==> config.mk <==
export PLATFORM = sky130hd
export DESIGN_NAME = frame_buffer_scheduler
export DESIGN_NICKNAME = d
export VERILOG_FILES = /design/src/rtl/frame_buffer_scheduler.sv
export SDC_FILE = /design/constraint.sdc
export NUM_CORES = 1
export LEC_CHECK = 0
export ABC_AREA = 1
export CAP_MARGIN = 10
export CORE_MARGIN = 4
export CORE_UTILIZATION = 49
export CTS_CLUSTER_DIAMETER = 30
export DETAILED_ROUTE_END_ITERATION = 8
export DONT_BUFFER_PORTS = 1
export PLACE_DENSITY = 0.6
export SETUP_SLACK_MARGIN = 0.4
export SYNTH_ARGS = -nofsm -noshare
export SYNTH_HDL_FRONTEND = slang
export SYNTH_SLANG_ARGS = --single-unit
==> constraint.sdc <==
create_clock -name clk -period 8 [get_ports clk]
set_clock_uncertainty 0.1 [all_clocks]
set_input_delay 1.6 -clock clk [delete_from_list [all_inputs] [get_ports clk]]
set_output_delay 1.6 -clock clk [all_outputs]
set_load 0.03 [all_outputs]
==> src/rtl/frame_buffer_scheduler.sv <==
// Frame-buffer scheduler. It arbitrates VGA reads, queued pixel writes and back-buffer clears
// onto a single-port SRAM, and it owns the front/back buffer swap.
module frame_buffer_scheduler #(
  parameter int unsigned FIFO_DEPTH = 8,
  parameter int unsigned SCREEN_W   = 640,
  parameter int unsigned SCREEN_H   = 480
) (
  input  logic        clk,
  input  logic        reset_n,
  input  logic        frame_start,
  input  logic        frame_done,
  input  logic [15:0] background_data,
  input  logic        vga_req,
  input  logic [9:0]  vga_x,
  input  logic [9:0]  vga_y,
  output logic [15:0] vga_data,
  output logic        vga_valid,
  input  logic        program_write,
  input  logic [9:0]  program_x,
  input  logic [9:0]  program_y,
  input  logic [15:0] program_data,
  output logic        program_ready,
  output logic        current_frame,
  output logic        clear_busy,
  output logic        drop_err,
  output logic [19:0] mem_addr,
  output logic [15:0] mem_wdata,
  output logic        mem_read,
  output logic        mem_write,
  input  logic [15:0] mem_rdata
);

  localparam int unsigned AW = $clog2(FIFO_DEPTH);

  typedef enum logic [1:0] {StDraw, StWaitSwap, StClear} state_e;

  typedef struct packed {
    logic [8:0]  y;
    logic [9:0]  x;
    logic [15:0] data;
  } wr_t;

  state_e     state_q, state_d;
  logic       frame_q, frame_d;
  logic [9:0] clr_x_q, clr_x_d;
  logic [8:0] clr_y_q, clr_y_d;
  logic       vga_valid_q;
  logic       drop_q;

  wr_t        fifo_q [FIFO_DEPTH];
  logic [AW:0] wr_ptr_q, rd_ptr_q;
  logic       empty, full, push;
  logic       gnt_vga, gnt_fifo, gnt_clr;
  wr_t        head;

  logic unused_msb;
  assign unused_msb = ^{vga_y[9], program_y[9]};

  // Extra pointer bit distinguishes full from empty.
  assign empty = (wr_ptr_q == rd_ptr_q);
  assign full  = (wr_ptr_q[AW] != rd_ptr_q[AW]) && (wr_ptr_q[AW-1:0] == rd_ptr_q[AW-1:0]);
  assign head  = fifo_q[rd_ptr_q[AW-1:0]];

  assign program_ready = !full && (state_q == StDraw);
  assign push          = program_write && program_ready;

  // Grants are gated by reset so the memory bus is idle while reset is held.
  assign gnt_vga  = reset_n && vga_req;
  assign gnt_fifo = reset_n && !vga_req && !empty;
  assign gnt_clr  = reset_n && !vga_req && empty && (state_q == StClear);

  always_comb begin
    mem_read  = 1'b0;
    mem_write = 1'b0;
    mem_addr  = '0;
    mem_wdata = '0;
    if (gnt_vga) begin
      mem_read = 1'b1;
      mem_addr = {frame_q, vga_y[8:0], vga_x};
    end else if (gnt_fifo) begin
      mem_write = 1'b1;
      mem_addr  = {~frame_q, head.y, head.x};
      mem_wdata = head.data;
    end else if (gnt_clr) begin
      mem_write = 1'b1;
      mem_addr  = {~frame_q, clr_y_q, clr_x_q};
      mem_wdata = background_data;
    end
  end

  always_comb begin
    state_d = state_q;
    frame_d = frame_q;
    clr_x_d = clr_x_q;
    clr_y_d = clr_y_q;
    unique case (state_q)
      StDraw: begin
        if (frame_done) state_d = StWaitSwap;
      end
      StWaitSwap: begin
        if (frame_start && empty) begin
          state_d = StClear;
          frame_d = ~frame_q;
          clr_x_d = '0;
          clr_y_d = '0;
        end
      end
      StClear: begin
        if (gnt_clr) begin
          if (clr_x_q == 10'(SCREEN_W - 1)) begin
            clr_x_d = '0;
            if (clr_y_q == 9'(SCREEN_H - 1)) begin
              clr_y_d = '0;
              state_d = StDraw;
            end else begin
              clr_y_d = clr_y_q + 9'd1;
            end
          end else begin
            clr_x_d = clr_x_q + 10'd1;
          end
        end
      end
      default: state_d = StClear;
    endcase
  end

  always_ff @(posedge clk or negedge reset_n) begin
    if (!reset_n) begin
      state_q     <= StClear;
      frame_q     <= 1'b0;
      clr_x_q     <= '0;
      clr_y_q     <= '0;
      vga_valid_q <= 1'b0;
      drop_q      <= 1'b0;
      wr_ptr_q    <= '0;
      rd_ptr_q    <= '0;
    end else begin
      state_q     <= state_d;
      frame_q     <= frame_d;
      clr_x_q     <= clr_x_d;
      clr_y_q     <= clr_y_d;
      vga_valid_q <= gnt_vga;
      drop_q      <= drop_q | (program_write && !program_ready);
      if (push)     wr_ptr_q <= wr_ptr_q + 1'b1;
      if (gnt_fifo) rd_ptr_q <= rd_ptr_q + 1'b1;
    end
  end

  always_ff @(posedge clk) begin
    if (push) fifo_q[wr_ptr_q[AW-1:0]] <= '{y: program_y[8:0], x: program_x, data: program_data};
  end

  // Read data arrives the cycle after mem_read, alongside the registered valid.
  assign vga_valid     = vga_valid_q;
  assign vga_data      = vga_valid_q ? mem_rdata : '0;
  assign current_frame = frame_q;
  assign clear_busy    = (state_q == StClear);
  assign drop_err      = drop_q;

endmodule

# ---- Yosys cells after proc, flatten, opt, wreduce, memory -nomap -nowiden
# Memories as Yosys holds them, arrays and structs flattened.
# Index checks and enable logic that the tools add are counted.
# W data, S select, Z words.
dict set report classes {
  addsub 4
  n_eq_ne 12
  mux 28
  bitwise 2
  n_reduce_logical 20
}
# operator n
set op_table {}
lappend op_table {{$mux W16} 4}
lappend op_table {{$mux W20} 3}
lappend op_table {{$mux W9} 4}
lappend op_table {{$mux W10} 3}
lappend op_table {{$pmux W10 S2} 1}
lappend op_table {{$pmux W9 S2} 1}
lappend op_table {{$add A10 B1 Y10 const B} 1}
lappend op_table {{$eq A10 B10 Y1 const B} 1}
lappend op_table {{$logic_and A1 B1 Y1} 10}
lappend op_table {{$mux W2} 5}
lappend op_table {{$add A9 B1 Y9 const B} 1}
lappend op_table {{$eq A9 B9 Y1 const B} 1}
lappend op_table {{$add A4 B1 Y4 const B} 2}
lappend op_table {{$mux W1} 6}
lappend op_table {{$ne A2 B1 Y1 const B} 3}
lappend op_table {{$pmux W2 S3} 1}
lappend op_table {{$reduce_and A5 Y1} 1}
lappend op_table {{$eq A4 B4 Y1} 1}
lappend op_table {{$logic_not A1 Y1} 4}
lappend op_table {{$ne A2 B2 Y1 const B} 2}
lappend op_table {{$reduce_and A4 Y1} 1}
lappend op_table {{$eq A3 B3 Y1} 1}
lappend op_table {{$reduce_and A3 Y1} 1}
lappend op_table {{$eq A2 B1 Y1 const B} 1}
lappend op_table {{other kinds (7)} 7}
dict set report totals {
  ff_bits 32
  mem_bits_rw 280
  elab_cells 75
  mem_count 1
}
# memory words width read_ports rd_clocked_by_memory_dff write_ports line
set memory_table {}
lappend memory_table {fifo_q 8 35 1 0 1 50} ;# wr_t fifo_q [FIFO_DEPTH];

# ---- Longest topological paths before layout
# Gate-level depths: netlist (run 1).
dict set report logic_depth {
  ltp_word 7
  mapped_depth 12
}

# ---- Least setup slack after synthesis (run 1)
# Ideal clock, no wire load.
dict set report synth_timing {
  path_type {input -> output}
  start {in reset_n}
  end {out mem_wdata[10]}
  arrival_ns 2.682
  required_ns 6.300
  path_slack_ns 3.618
  stages 7
  n_path_buf 1
  cell_sequence {inv_1 -> nor2_1 -> nand4_4 -> nand2_2 -> buf_6 -> nand3_1 -> inv_1}
}
dict set report synth_between {
  elab_chain_len 6
}
# item line
set synth_rtl {}
lappend synth_rtl {{start, declared} 9} ;# input logic reset_n,
lappend synth_rtl {{$logic_and A1 B1 Y1} {69, 70}}
lappend synth_rtl {{$logic_and A1 B1 Y1 (2 in series)} 70} ;# assign gnt_clr = reset_n && !vga_req && empty && (state_q == StClear);
lappend synth_rtl {{$mux W16} 84} ;# end else if (gnt_clr) begin
lappend synth_rtl {{$mux W16} 80} ;# end else if (gnt_fifo) begin
lappend synth_rtl {{$mux W16 (*)} 77} ;# if (gnt_vga) begin
lappend synth_rtl {{end, declared} 27} ;# output logic [15:0] mem_wdata,
# Every way passes the cells marked *; elsewhere a longest branch is shown, timed or not.

# ---- Final worst setup path (run 1)
dict set report layout_timing {
  start {reg rd_ptr_q[2]}
  end {out mem_addr[9]}
}
dict set report layout_between {
  elab_chain_len 6
}
# item line
set layout_rtl {}
lappend layout_rtl {{start, declared} 51} ;# logic [AW:0] wr_ptr_q, rd_ptr_q;
lappend layout_rtl {{start signal, assigned} 145} ;# if (gnt_fifo) rd_ptr_q <= rd_ptr_q + 1'b1;
lappend layout_rtl {{$eq A4 B4 Y1} 60} ;# assign empty = (wr_ptr_q == rd_ptr_q);
lappend layout_rtl {{$logic_and A1 B1 Y1 (2 in series)} 70}
lappend layout_rtl {{$mux W20} 84}
lappend layout_rtl {{$mux W20 (*)} 80}
lappend layout_rtl {{$mux W20 (*)} 77}
lappend layout_rtl {{end, declared} 26} ;# output logic [19:0] mem_addr,
# Marked as above.

==> flow_summary_export.csv, run 1 <==
group,metric,value,unit
status,status,"completed",
route,dr.first_iter.drc_count,768,
die,num_io_pins,153,
layout,ff_latch_area,9220,um2
pwr,leakagePower,6.29,nW
die,num_rows,60,
timing,hold_viol,0,
yosys,ys_warn_count,0,
yosys,yosys.area.top_type,"edfxtp_1",
layout,synthToLayoutAreaGrowth,18.5,%
timing,tightest_slew,1.07,ns
yosys,synth_top_family_by_area,"simple AND/OR/NAND/NOR gates",
yosys,syn_avg_cell_area,10.5,um2
yosys,syn_area,13700,um2
yosys,synthMuxAreaShare,0,%
cts,h-tree-depth,3,
cts,cts_resized,0,
global_route,grt_usage,21.0,%
pwr,total_power,5.97,mW
global_route,grt_pass1_vias,8869,
die,die_w,175,um
global_route,grt_max_degree,113,
die,die_area,30600,um2
layout,n_fill_cell,2201,
global_route,grt_pass1_wl,49700,um
layout,antenna_cells,0,
layout,layout-drive-gt1-share,10.2,%
route,wl_per_cell,18.8,um
cts,post_cts_buffers,0,
min_path,hold_path_class,"reg -> reg",
cts,cts.clk_slew.worst_paths,0.04,ns
cts,clk_latency,0.53,ns
yosys,post_synth_inst_count,1297,
job,max-cap-violations,0,
setup_path,critPathKind,"reg -> out",
timing,max_freq,0.160,GHz
route,postRouteAntennaNets,0,
timing,rsz0062_at_grt,"no",
global_route,grt.overflow.total,0,
timing,maxSlewHeadroom,28.4,%
yosys,synthTopCellsByArea,"edfxtp_1, nand2_1, nand3_1, dfrtp_1, inv_1",
pwr,power.density,369,nW/um2
cts,cts_buffers,67,
cts,cts_buffer_depth,3,
setup_path,cp_max_fo,40,
cts,cts_tree,"yes",
yosys,synth_xor_area_share,0.385,%
timing,period_needed,6.26,ns
timing,drv_slew,0,
global_route,antenna_found_initial,0,
die,fp.dieH,175,um
yosys,synth-seq-cells,312,
yosys,synthSimpleGateAreaFrac,19.9,%
cts,clock-sinks,312,
yosys,yosysUniqueCellTypes,30,
cts,postCtsHoldBufs,0,
setup_path,endpoint_kind,"output pin",
timing,post-route-period-util,78.2,%
route,first_pass_iters,5,
route,routed_wl,32500,um
layout,nets,1407,
die,start_util,50.3,%
placed_design,place.gp.congestion,0.886,
route,num_vias,9344,
yosys,yosysTopAreaCellShare,61.5,%
yosys,synth_compound_area_share,6.26,%
timing,setup-violations-final,0,
setup_path,cp-start-kind,"flip-flop",
yosys,ys_seq_area_share,67.4,%
setup_path,cp.arrival,4.56,ns
cts,cts_root_buffer,"clkbuf_16",
yosys,synth_fp_nets,1395,
placed_design,dp_hpwl,17400,um
setup_path,critPathRequiredTime,6.30,ns
die,core,27200,um2
layout,multiInputGateArea,3740,um2
timing,setup_tns,0,ns
placed_design,port_buffers,0,
route,vias_per_cell,5.39,
yosys,synthAdderAreaFrac,0.366,%
route,drc,0,
pwr,ir_worst_vdd,206,uV
worst paths after layout:
check / from / endpoint / slack, ns / cells past startpoint
min in group asynchronous: reset_n / wr_ptr_q[0] / 0.66 / 0
worst max register to register: rd_ptr_q[2] / fifo_q[5][20] / 3.95 / 11
worst min-delay path: state_q[1] / state_q[1] / 0.39 / 2
worst max-delay path: rd_ptr_q[2] / mem_addr[9] / 1.74 / 10
worst min register to register: state_q[1] / state_q[1] / 0.39 / 2
max in group asynchronous: reset_n / state_q[1] / 6.95 / 0
final cells by class:
cell class              instances  area share, %
flip-flops and latches        312           56.9
repair buffers                 13          0.603
well taps                     372           2.87
multi-input cells             793           23.1
inverters                     122           2.84
clock inverters                37           2.68
clock buffers                  84           11.0
state kept, by name, summed over array words and instances (netlist names):
signal,cells
fifo_q,280
wr_ptr_q,4
clr_y_q,9
state_q,2
vga_valid,1
rd_ptr_q,4
drop_err,1
clr_x_q,10
current_frame,1
worst max-delay path: stages (launching register included):
cell and delay (ns):
dfrtp_1 0.35, buf_4 0.32, inv_2 0.80, nand2_1 0.10
nand2_1 0.17, nor2_4 0.07, nand2_1 0.08, nand2_2 0.34
inv_2 0.88, nand3_1 0.43, o211ai_1 0.45
cells by family (layout without fill, tap and decap cells):
| kind of cell | count (synthesis) | count (layout) |
|---|---|---|
| simple gates | 629 | 629 |
| compound gates | 154 | 154 |
| xor+xnor | 6 | 6 |
| buf+inv | 192 | 256 |
| fa+ha+maj | 4 | 4 |
| flops | 312 | 312 |
routing by layer:
| layer | vias to the layer above | global-route usage (%) | wire length [um] |
|---|---|---|---|
| met5 | - | 0 | 0 |
| met4 | 0 | 6.06 | 494 |
| li1 | 4511 | - | - |
| met2 | 336 | 33.8 | 15300 |
| met1 | 4451 | 28.0 | 14100 |
| met3 | 46 | 5.91 | 2590 |
per-stage QoR:
stage | cell area (um2) | cells | setup slack (ns) | utilization [%] | hold WS [ns]
floorplan | 13700 | 1297 | 3.62 | - | 0.364
global route | 16200 | 1733 | 1.42 | 59.6 | 0.416
CTS | 16200 | 1733 | 1.72 | 59.6 | 0.398
detailed placement | 14000 | 1612 | 2.15 | 51.4 | 0.387
global placement | 14000 | 1612 | 2.19 | 51.4 | 0.378
finish | 16200 | 1733 | 1.74 | 59.6 | 0.394
cells in the mapped netlist (all sizes together):
cell type,count
ha,4
buf,33
nor3b,2
edfxtp,280
o21bai,2
a21oi,35
nand2,297
o211ai,31
or2,3
nor2,99
o21ai,85
inv,122
nand4,6
xor2,6
o31ai,1
clkbuf,37
nand3,216
dfstp,1
dfrtp,31
nor3,5
nand3b,1
cell usage in the layout (no fill, tap or decap), types with 29 or more instances in the layout:
| cell type | netlist | layout |
|---|---|---|
| nand2_1 | 293 | 293 |
| dfrtp_1 | 31 | 29 |
| inv_1 | 117 | 117 |
| o211ai_1 | 31 | 31 |
| nor2_1 | 93 | 85 |
| clkbuf_16 | 0 | 68 |
| a21oi_1 | 35 | 35 |
| nand3_1 | 216 | 216 |
| edfxtp_1 | 280 | 280 |
| o21ai_0 | 84 | 84 |
where the power goes:
part	total [mW]	switching [mW]	internal, mW
sequential	1.97	0.129	1.84
clock	2.65	0.819	1.83
combinational	1.36	0.994	0.364
total	5.97	1.94	4.03
(Power assumes the default switching activity.)
==> run 2: changes to the inputs <==
- clock period: 8 -> 5.85 ns (I/O delays scaled with it)
==> run 2 against run 1 <==
First-iteration DRC count rose by 13%; largest power group unchanged; critical path depth did not move; critical path type unchanged; critical endpoint is now mem_addr[7]; clock-buffer cell count down 4; setup slack worse by 0.93 ns; wire length is 2.2% higher; worst hold slack got worse by 0.20 ns; register-to-register slack lost 1.7 ns; sequential cell count unchanged; sequential share of layout area down 0.71 points; global-route usage rose by 0.51 points; cell count up 0.92%; design area is 1.3% higher; largest cell class unchanged.
==> flow_summary_export.csv, run 2 (synthesis gave the netlist of run 1 again) <==
group,metric,value,unit
status,status,"completed",
die,start_util,50.3,%
layout,nets,1417,
layout,stdcell_area,16400,um2
die,die_area,30600,um2
cts,cts.clk_slew.worst_paths,0.05,ns
route,first_pass_iters,5,
cts,postCtsHoldBufs,0,
placed_design,dp.cells,1617,
layout,synthToLayoutAreaGrowth,20.0,%
setup_path,r2r_slack,2.23,ns
global_route,gr-max-usage-layer,"met2",
setup_path,crit_top_cell,"nand2_1",
cts,cts_buffer_depth,3,
global_route,antenna_found_initial,0,
route,wl_per_cell,19.0,um
layout,layout-drive-gt1-share,11.8,%
setup_path,crit_path_start,"rd_ptr_q[0]",
cts,cts_buffers,72,
layout,largest_register_ffs,280,
layout,antenna_cells,0,
min_path,hold_path_class,"in -> async",
setup_path,critPathRequiredTime,4.58,ns
setup_path,cp_max_fo,40,
route,num_vias,9544,
timing,maxSlewHeadroom,29.1,%
die,fp.dieH,175,um
cts,clock-sinks,312,
die,num_io_pins,153,
die,num_rows,60,
pwr,leakagePower,6.39,nW
cts,cts_tree,"yes",
pwr,power.density,513,nW/um2
timing,drv_slew,0,
die,die_w,175,um
global_route,grt_usage,21.5,%
timing,tightest_slew,1.06,ns
setup_path,worstPathCellList,"clkinv_2, nand2_1, nand2_1, nor2_4, nand2_1, nand2_2, inv_2, buf_4, nand3_1, nand3_1",
placed_design,dp_hpwl,18700,um
cts,post_cts_buffers,0,
timing,rsz0062_at_grt,"no",
placed_design,placed_cell_area,14000,um2
global_route,grt_pass1_vias,9167,
layout,layout_commonest_cell,"nand2_1",
layout,n_fill_cell,2202,
timing,hold_viol,0,
setup_path,critPathKind,"reg -> out",
route,routed_wl,33200,um
die,core,27200,um2
placed_design,port_buffers,0,
route,postRouteAntennaNets,0,
timing,setup_tns,0,ns
placed_design,place.gp.congestion,0.874,
timing,post-route-period-util,86.1,%
global_route,grt_max_degree,91,
cts,h-tree-depth,3,
setup_path,reg2reg_from,"rd_ptr_q[0]",
global_route,grt.overflow.total,0,
setup_path,cp-start-kind,"flip-flop",
cts,cts_resized,0,
global_route,met3_usage,5.76,%
timing,setup-violations-final,0,
global_route,grt_use_met1,28.8,%
setup_path,path_buf_inv,3,
global_route,grt_pass1_wl,51000,um
setup_path,cp.arrival,3.76,ns
route,drc,0,
job,max-cap-violations,0,
setup_path,critical_path.max_stage_delay,0.71,ns
cts,clk_latency,0.56,ns
timing,period_needed,5.03,ns
setup_path,cp_slowest_cell,"dfrtp_4",
global_route,met2_usage,34.1,%
layout,most-common-layout-cells,"nand2_1, edfxtp_1, nand3_1, inv_1, nor2_1",
timing,max_freq,0.199,GHz
route,dr.first_iter.drc_count,864,
route,vias_per_cell,5.46,
layout,instances_no_fill,1749,
setup_path,endpoint_kind,"output pin",
pwr,ir_worst_vdd,335,uV
cts,cts_root_buffer,"clkbuf_16",
setup_path,crit_family,"simple AND/OR/NAND/NOR gates",
## run 2: worst paths after layout
check / endpoint / cells after the start
max in group asynchronous: state_q[1] / 0
setup reg to reg: fifo_q[4][25] / 10
setup / recovery: mem_addr[7] / 10
hold / removal: clr_y_q[8] / 0
min in group clk: state_q[1] / 2
hold reg to reg: state_q[1] / 2
## run 2: power by group
group          internal (mW)  switching (mW)
Clock                   2.55            1.28
Combinational          0.513            1.40
Sequential              2.51           0.157
## run 2: layout make-up
type | instances | area, um2 | share of cell area, %
inverters | 122 | 459 | 2.80
flip-flops and latches | 312 | 9220 | 56.2
well taps | 372 | 465 | 2.84
repair buffers | 18 | 135 | 0.824
clock inverters | 52 | 541 | 3.30
clock buffers | 80 | 1840 | 11.2
multi-input cells | 793 | 3740 | 22.8
## run 2: metrics by stage
step,utilization [%],power [mW],hold WS [ns],setup slack (ns)
global placement,51.6,4.59,0.382,1.12
detailed placement,51.6,4.61,0.382,1.08
finish,60.3,8.41,0.199,0.815
floorplan,-,4.12,0.364,2.23
CTS,60.3,8.46,0.179,0.751
global route,60.3,8.83,0.172,0.536
## run 2: layer usage
metal  wire [um]  part of all wire [%]  up-vias
met2       15400                    46      370
met5           0                     0        -
li1            -                     -     4530
met3        2680                   8.1       70
met4         788                   2.4        0
met1       14400                    43     4574
